### config.mk
export PLATFORM = sky130hd
export DESIGN_NAME = sdm_gen
export DESIGN_NICKNAME = d
export VERILOG_FILES = /design/src/rtl/sdm_gen.sv
export SDC_FILE = /design/constraint.sdc
export NUM_CORES = 1
export LEC_CHECK = 0
export BUFFER_PORTS_ARGS = -buffer_cell sky130_fd_sc_hd__buf_2
export CAP_MARGIN = 20
export CORE_MARGIN = 1
export CORE_UTILIZATION = 50
export CTS_CLUSTER_DIAMETER = 30
export DETAILED_ROUTE_END_ITERATION = 7
export PLACE_DENSITY = 0.65
export SYNTH_ARGS = -nofsm -noshare
export SYNTH_HDL_FRONTEND = slang
export SYNTH_SLANG_ARGS = --single-unit
### constraint.sdc
create_clock -name EXTCLK -period 4.45 [get_ports EXTCLK]
set_clock_uncertainty 0.1 [all_clocks]
set_input_delay 1.1125 -clock EXTCLK [delete_from_list [all_inputs] [get_ports EXTCLK]]
set_output_delay 1.1125 -clock EXTCLK [all_outputs]
set_load 0.1 [all_outputs]
### src/rtl/sdm_gen.sv
// sdm_gen: multi-channel delta-sigma bitstream generator.
//
// Each channel divides EXTCLK down to an SDCLK and runs a first- or
// second-order delta-sigma loop. The loop advances once per SDCLK period,
// on the EXTCLK cycle where SDCLK falls, so DSDOUT is stable around every
// SDCLK rising edge. Samples arrive through a one-deep pending slot that
// feeds the active sample register at each loop step.
//
// Ports
//   EXTCLK        in   single clock, rising edge
//   EXTRSTn       in   asynchronous active-low reset
//   EN            in   [CHANNELS]       per-channel run enable
//   ORDER2        in   [CHANNELS]       0 = first order, 1 = second order
//   DIV           in   [CHANNELS*DIVW]  SDCLK half-period minus one
//   SAMPLE        in   [CHANNELS*DW]    signed sample per channel
//   SAMPLE_VALID  in   [CHANNELS]       sample offer
//   SAMPLE_READY  out  [CHANNELS]       pending slot free
//   SDCLK         out  [CHANNELS]       generated modulator clock
//   DSDOUT        out  [CHANNELS]       modulator bitstream
module sdm_gen #(
  parameter int CHANNELS = 2,
  parameter int DW       = 16,
  parameter int DIVW     = 16
) (
  input  logic                     EXTCLK,
  input  logic                     EXTRSTn,
  input  logic [CHANNELS-1:0]      EN,
  input  logic [CHANNELS-1:0]      ORDER2,
  input  logic [CHANNELS*DIVW-1:0] DIV,
  input  logic [CHANNELS*DW-1:0]   SAMPLE,
  input  logic [CHANNELS-1:0]      SAMPLE_VALID,
  output logic [CHANNELS-1:0]      SAMPLE_READY,
  output logic [CHANNELS-1:0]      SDCLK,
  output logic [CHANNELS-1:0]      DSDOUT
);

  localparam int I1W = DW + 2;
  localparam int I2W = DW + 4;
  // Sum widths leave headroom for integrator + input + feedback before
  // saturating back to the integrator width.
  localparam int S1W = DW + 4;
  localparam int S2W = DW + 6;

  localparam logic signed [S1W-1:0] FS1    = S1W'(1) <<< (DW - 1);
  localparam logic signed [S2W-1:0] FS2    = S2W'(1) <<< (DW - 1);
  localparam logic signed [I1W-1:0] I1_MAX = {1'b0, {(I1W-1){1'b1}}};
  localparam logic signed [I1W-1:0] I1_MIN = {1'b1, {(I1W-1){1'b0}}};
  localparam logic signed [I2W-1:0] I2_MAX = {1'b0, {(I2W-1){1'b1}}};
  localparam logic signed [I2W-1:0] I2_MIN = {1'b1, {(I2W-1){1'b0}}};

  function automatic logic signed [I1W-1:0] sat_i1(input logic signed [S1W-1:0] v);
    if (v > S1W'(I1_MAX))      return I1_MAX;
    else if (v < S1W'(I1_MIN)) return I1_MIN;
    else                       return I1W'(v);
  endfunction

  function automatic logic signed [I2W-1:0] sat_i2(input logic signed [S2W-1:0] v);
    if (v > S2W'(I2_MAX))      return I2_MAX;
    else if (v < S2W'(I2_MIN)) return I2_MIN;
    else                       return I2W'(v);
  endfunction

  // Low during the first cycle after reset release: that cycle loads the
  // divider shadows and keeps the sample handshake closed.
  logic run_q;

  always_ff @(posedge EXTCLK or negedge EXTRSTn) begin
    if (!EXTRSTn) run_q <= 1'b0;
    else          run_q <= 1'b1;
  end

  for (genvar k = 0; k < CHANNELS; k++) begin : g_ch
    logic        [DIVW-1:0] div_in;
    logic signed [DW-1:0]   smp_in;
    logic        [DIVW-1:0] cnt_q, cnt_d, divs_q, divs_d;
    logic                   sdclk_q, sdclk_d, dout_q, dout_d, pfull_q, pfull_d;
    logic signed [I1W-1:0]  i1_q, i1_d;
    logic signed [I2W-1:0]  i2_q, i2_d;
    logic signed [DW-1:0]   act_q, act_d, pend_q, pend_d;
    logic                   live, wrap, step, xfer, y;
    logic signed [S1W-1:0]  fb1, i1_sum;
    logic signed [S2W-1:0]  fb2, i2_sum;

    always_comb begin
      div_in = DIV[k*DIVW +: DIVW];
      smp_in = SAMPLE[k*DW +: DW];
      live   = run_q & EN[k];
      wrap   = (cnt_q == divs_q);
      step   = live & wrap & sdclk_q;
      xfer   = SAMPLE_VALID[k] & run_q & ~pfull_q;
      y      = ORDER2[k] ? ~i2_q[I2W-1] : ~i1_q[I1W-1];
      fb1    = y ? FS1 : -FS1;
      fb2    = y ? FS2 : -FS2;
      // Both sums use pre-step integrator values.
      i1_sum = S1W'(i1_q) + S1W'(act_q) - fb1;
      i2_sum = S2W'(i2_q) + S2W'(i1_q) - fb2;

      cnt_d   = cnt_q;
      divs_d  = divs_q;
      sdclk_d = sdclk_q;
      dout_d  = dout_q;
      i1_d    = i1_q;
      i2_d    = i2_q;
      act_d   = act_q;
      pend_d  = pend_q;
      pfull_d = pfull_q;

      if (!live) begin
        cnt_d   = '0;
        divs_d  = div_in;
        sdclk_d = 1'b0;
        dout_d  = 1'b0;
        i1_d    = '0;
        i2_d    = '0;
      end else if (wrap) begin
        // The shadow only reloads here, so a DIV change never cuts the
        // half-period in progress.
        cnt_d   = '0;
        divs_d  = div_in;
        sdclk_d = ~sdclk_q;
        if (sdclk_q) begin
          dout_d = y;
          i1_d   = sat_i1(i1_sum);
          if (ORDER2[k]) i2_d = sat_i2(i2_sum);
        end
      end else begin
        cnt_d = cnt_q + DIVW'(1);
      end

      // Promotion happens after the step has consumed the old active value.
      if (step && pfull_q) begin
        act_d   = pend_q;
        pfull_d = 1'b0;
      end
      if (xfer) begin
        pend_d  = smp_in;
        pfull_d = 1'b1;
      end
    end

    always_ff @(posedge EXTCLK or negedge EXTRSTn) begin
      if (!EXTRSTn) begin
        cnt_q   <= '0;
        divs_q  <= '0;
        sdclk_q <= 1'b0;
        dout_q  <= 1'b0;
        i1_q    <= '0;
        i2_q    <= '0;
        act_q   <= '0;
        pfull_q <= 1'b0;
      end else begin
        cnt_q   <= cnt_d;
        divs_q  <= divs_d;
        sdclk_q <= sdclk_d;
        dout_q  <= dout_d;
        i1_q    <= i1_d;
        i2_q    <= i2_d;
        act_q   <= act_d;
        pfull_q <= pfull_d;
      end
    end

    // Pending data is only ever read when pfull_q qualifies it.
    always_ff @(posedge EXTCLK) begin
      pend_q <= pend_d;
    end

    assign SAMPLE_READY[k] = run_q & ~pfull_q;
    assign SDCLK[k]        = sdclk_q;
    assign DSDOUT[k]       = dout_q;
  end

endmodule
==> summary.md <==
| Metric | Value |
|---|---|
| I/O Pins | `78` |
| First-pass GRT wire length | `between 40 and 50 mm` |
| Vias in the first global route | `slightly below 10000` |
| Post-synth EDFFs | `32` |
| Largest net degree at the start of global routing | `96` |
| Clock sinks | `211` |
| Fin. max-slew vios | `0` |
| Largest cells by area after synthesis | `dfrtp_1 (33%), ha_1 (13%), edfxtp_1 (7.0%), inv_1 (6.6%), mux2_2 (5.3%)` |
| Syn Area/Cell | `approximately 10 sq um` |
| Inst Count DP | `1780` |
| H-tree levels | `2` |
| Measured slew at the worst slew-check pin | `959 ps` |
| Buffers & Inverters on Critical Path | `2` |
| Wirelength per Cell | `about 15 um` |
| Outcome | `finished clean` |
| Critical path's top delay family | `compound AO/OA/AOI/OAI gates` |
| Min setup slack post-route | `334 ps` |
| Critical path arrival | `4350 ps` |
| Starting Density | `50.8%` |
| Yosys cell types | `83` |
| TritonRoute pass-1 iters | `5` |
| Crit. End Element | `flop` |
| Final Hold Fails | `0` |
| Crit-path max FO | `19` |
| Post-synthesis instance total | `1375` |
| Synth-to-Final Area Change | `20.0%` |
| RSZ-0062 raised after global routing | `false` |
| Most common cell after layout, fill and taps aside | `inv_1` |
| R2r setup slk | `330 ps` |
| Hold Buf Count CTS | `0` |
| Slew margin rel. | `36.0%` |
| Antenna violations before repair | `3` |
| Clock Tree Root | `clkbuf_16` |
| Num rows | `60` |
| Port Buf Inserts | `77` |
| R2R Path Start | `g_ch[0].i1_q[3]` |
| Worst-Skew Late Latency | `550 ps` |
| End of the worst hold path | `g_ch[1].act_q[12]` |
| Nets@finish | `1714` |
| Synthesized area | `13700 sq um` |
| TritonCTS clock tree | `done` |
| Drt drc | `0` |
| Most frequent cells in the layout | `inv_1 (241), dfrtp_1 (179), ha_1 (140)` |
| Crit Path Class | `flop to flop` |
| Top_reg_cell synth | `dfrtp_1` |
| Seq/Total Area, Yosys | `39.7%` |
| Die Area | `28100 sq um` |
| Mapped Nets | `1597` |
| #FFs+latches synth | `211` |
| Die W | `168 um` |
| GRT Total Usage | `20.4%` |
| Pre-CTS WS | `-143 ps` |
| Tcrit/Tclk final | `between 90 and 100%` |
| 1st-iter DRT viols | `532` |
| Share of layout cells above drive strength 1 | `19.2%` |
| Peak VDD IR | `0.348 mV` |
| Pwr/cell area | `381 nW/um^2` |
| Hold path cells | `1` |
| Setup TNS | `0 ps` |
| Max frequency | `approximately 240 MHz` |
| Reg2reg end | `g_ch[0].i2_q[9]` |
| Tightest Hold Check Type | `flop to flop` |
| Crit-path slowest cell | `o311ai_4` |
| Die height | `168 um` |
| Grt ovf | `0` |
| Setup crit start kind | `flop` |
| Tot Pwr | `6.27 mW` |
| Fillers | `2253` |
| WP data required | `about 4700 ps` |
| Post-synth top area cell | `dfrtp_1` |
| Ys async rst share | `84.8%` |
| Worst-path cell chain | `inv_1, ha_1, inv_1, ha_1, a21o_1, a31o_2, a211o_1, a21o_1, a21oi_1, o31ai_1, and3b_1, o311ai_4, o311ai_0` |
| Drt via density | `5.26` |
| Num CTS Buffers | `50` |
| Non-filler cells in the finished layout | `1876` |
| Post-Route WL | `approximately 27 mm` |
| Hold path start | `g_ch[1].pend_q[12]` |
| Reg2Reg Depth | `13` |
| Max incr delay on CP | `between 600 and 700 ps` |
| Leakage | `a little over 8 nW` |
| Placer Congestion | `about 0.84` |
| Post-route ant nets | `0` |
| Top-area cell type share of the netlist area | `32.7%` |
| Core area | `27000 sq um` |
| Total vias in the final route | `about 9900` |
| Reg clk slew, reported paths | `50 ps` |
| Post-CTS Setup Bufs | `0` |
| DP HPWL | `roughly 20 mm` |
| Max-cap violations | `0` |
| Tmin final | `4120 ps` |
| CTS resizes | `0` |
| Synth Warn # | `0` |
| Final setup fails | `0` |
| Longest Clk Path Bufs | `3` |
## metrics by stage
step | utilization (%) | hold WS (ps) | instance area [sq um]
detailed placement | 53.9 | 366 | 14500
finish | 61.0 | 373 | 16400
global route | 61.0 | 385 | 16400
floorplan | - | 349 | 13700
global placement | 53.9 | 359 | 14500
CTS | 61.0 | 377 | 16400
## how the worst max path moves through the flow
stage                          from         endpoint  slack (ps)  cells after the start
finish              g_ch[0].i1_q[3]  g_ch[0].i2_q[9]         330                     13
global route        g_ch[0].i1_q[3]  g_ch[0].i2_q[9]          60                     13
CTS                 g_ch[0].i1_q[3]  g_ch[0].i2_q[9]         330                     13
detailed placement        ORDER2[0]  g_ch[0].i2_q[2]        -140                     13
global placement          ORDER2[0]  g_ch[0].i2_q[6]         -60                     13
floorplan                 ORDER2[0]  g_ch[0].i2_q[6]          30                     13
## per-layer routing
layer / share of wire [%] / vias up / track usage, %
met5: 0.098 / - / 0
met4: 1.9 / 4 / 6.22
met3: 4.4 / 54 / 4.63
met2: 45 / 159 / 32.3
met1: 49 / 4648 / 27.9
li1: - / 5009 / -
## where the power goes
group | total, mW | internal [mW] | switching, mW
sequential | 2.03 | 2.01 | 0.0274
clock | 4.05 | 2.85 | 1.20
combinational | 0.180 | 0.0762 | 0.104
total | 6.27 | 4.93 | 1.33
## Yosys cell counts, types with 13 or more instances
library cell / number
a211o_1: 20
a21o_1: 37
a21oi_1: 66
a221o_1: 15
a221o_2: 17
a22oi_1: 13
and3_1: 17
clkbuf_1: 15
dfrtp_1: 179
edfxtp_1: 32
ha_1: 140
inv_1: 241
mux2_2: 64
nand2_1: 51
nand3_1: 25
nand4_1: 15
nor2_1: 86
nor2b_1: 19
nor3_1: 15
o21ai_0: 34
xnor2_1: 78
xor2_1: 34
## state kept, by name, indices dropped and copies added, names as in the netlist
register,flops
g_ch.sdclk_q,2
g_ch.dout_q,2
run_q,1
g_ch.i2_q,40
g_ch.i1_q,36
g_ch.pfull_q,2
g_ch.cnt_q,32
g_ch.divs_q,32
g_ch.act_q,32
g_ch.pend_q,32
## logic make-up after synthesis
kind of cell               synth area share [%]
adders and majority gates                  14.2
other                                    0.0274
muxes                                      5.62
DFF                                        39.7
AOI/OAI and AO/OA                          15.3
buffers and inverters                      7.77
and+or+nand+nor                            10.0
xor gates and xnor gates                   7.28
## layout make-up
| type | instances | area, sq um | share of cell area, % |
|---|---|---|---|
| Tap cell | 341 | 427 | 2.60 |
| Sequential cell | 211 | 5440 | 33.1 |
| Clock inverter | 33 | 519 | 3.16 |
| Antenna cell | 1 | 2.50 | 0.0152 |
| Inverter | 241 | 905 | 5.50 |
| Timing Repair Buffer | 96 | 562 | 3.42 |
| Clock buffer | 61 | 1370 | 8.36 |
| Multi-Input combinational cell | 892 | 7210 | 43.9 |
Note: power is estimated with default switching activity, not from simulation.
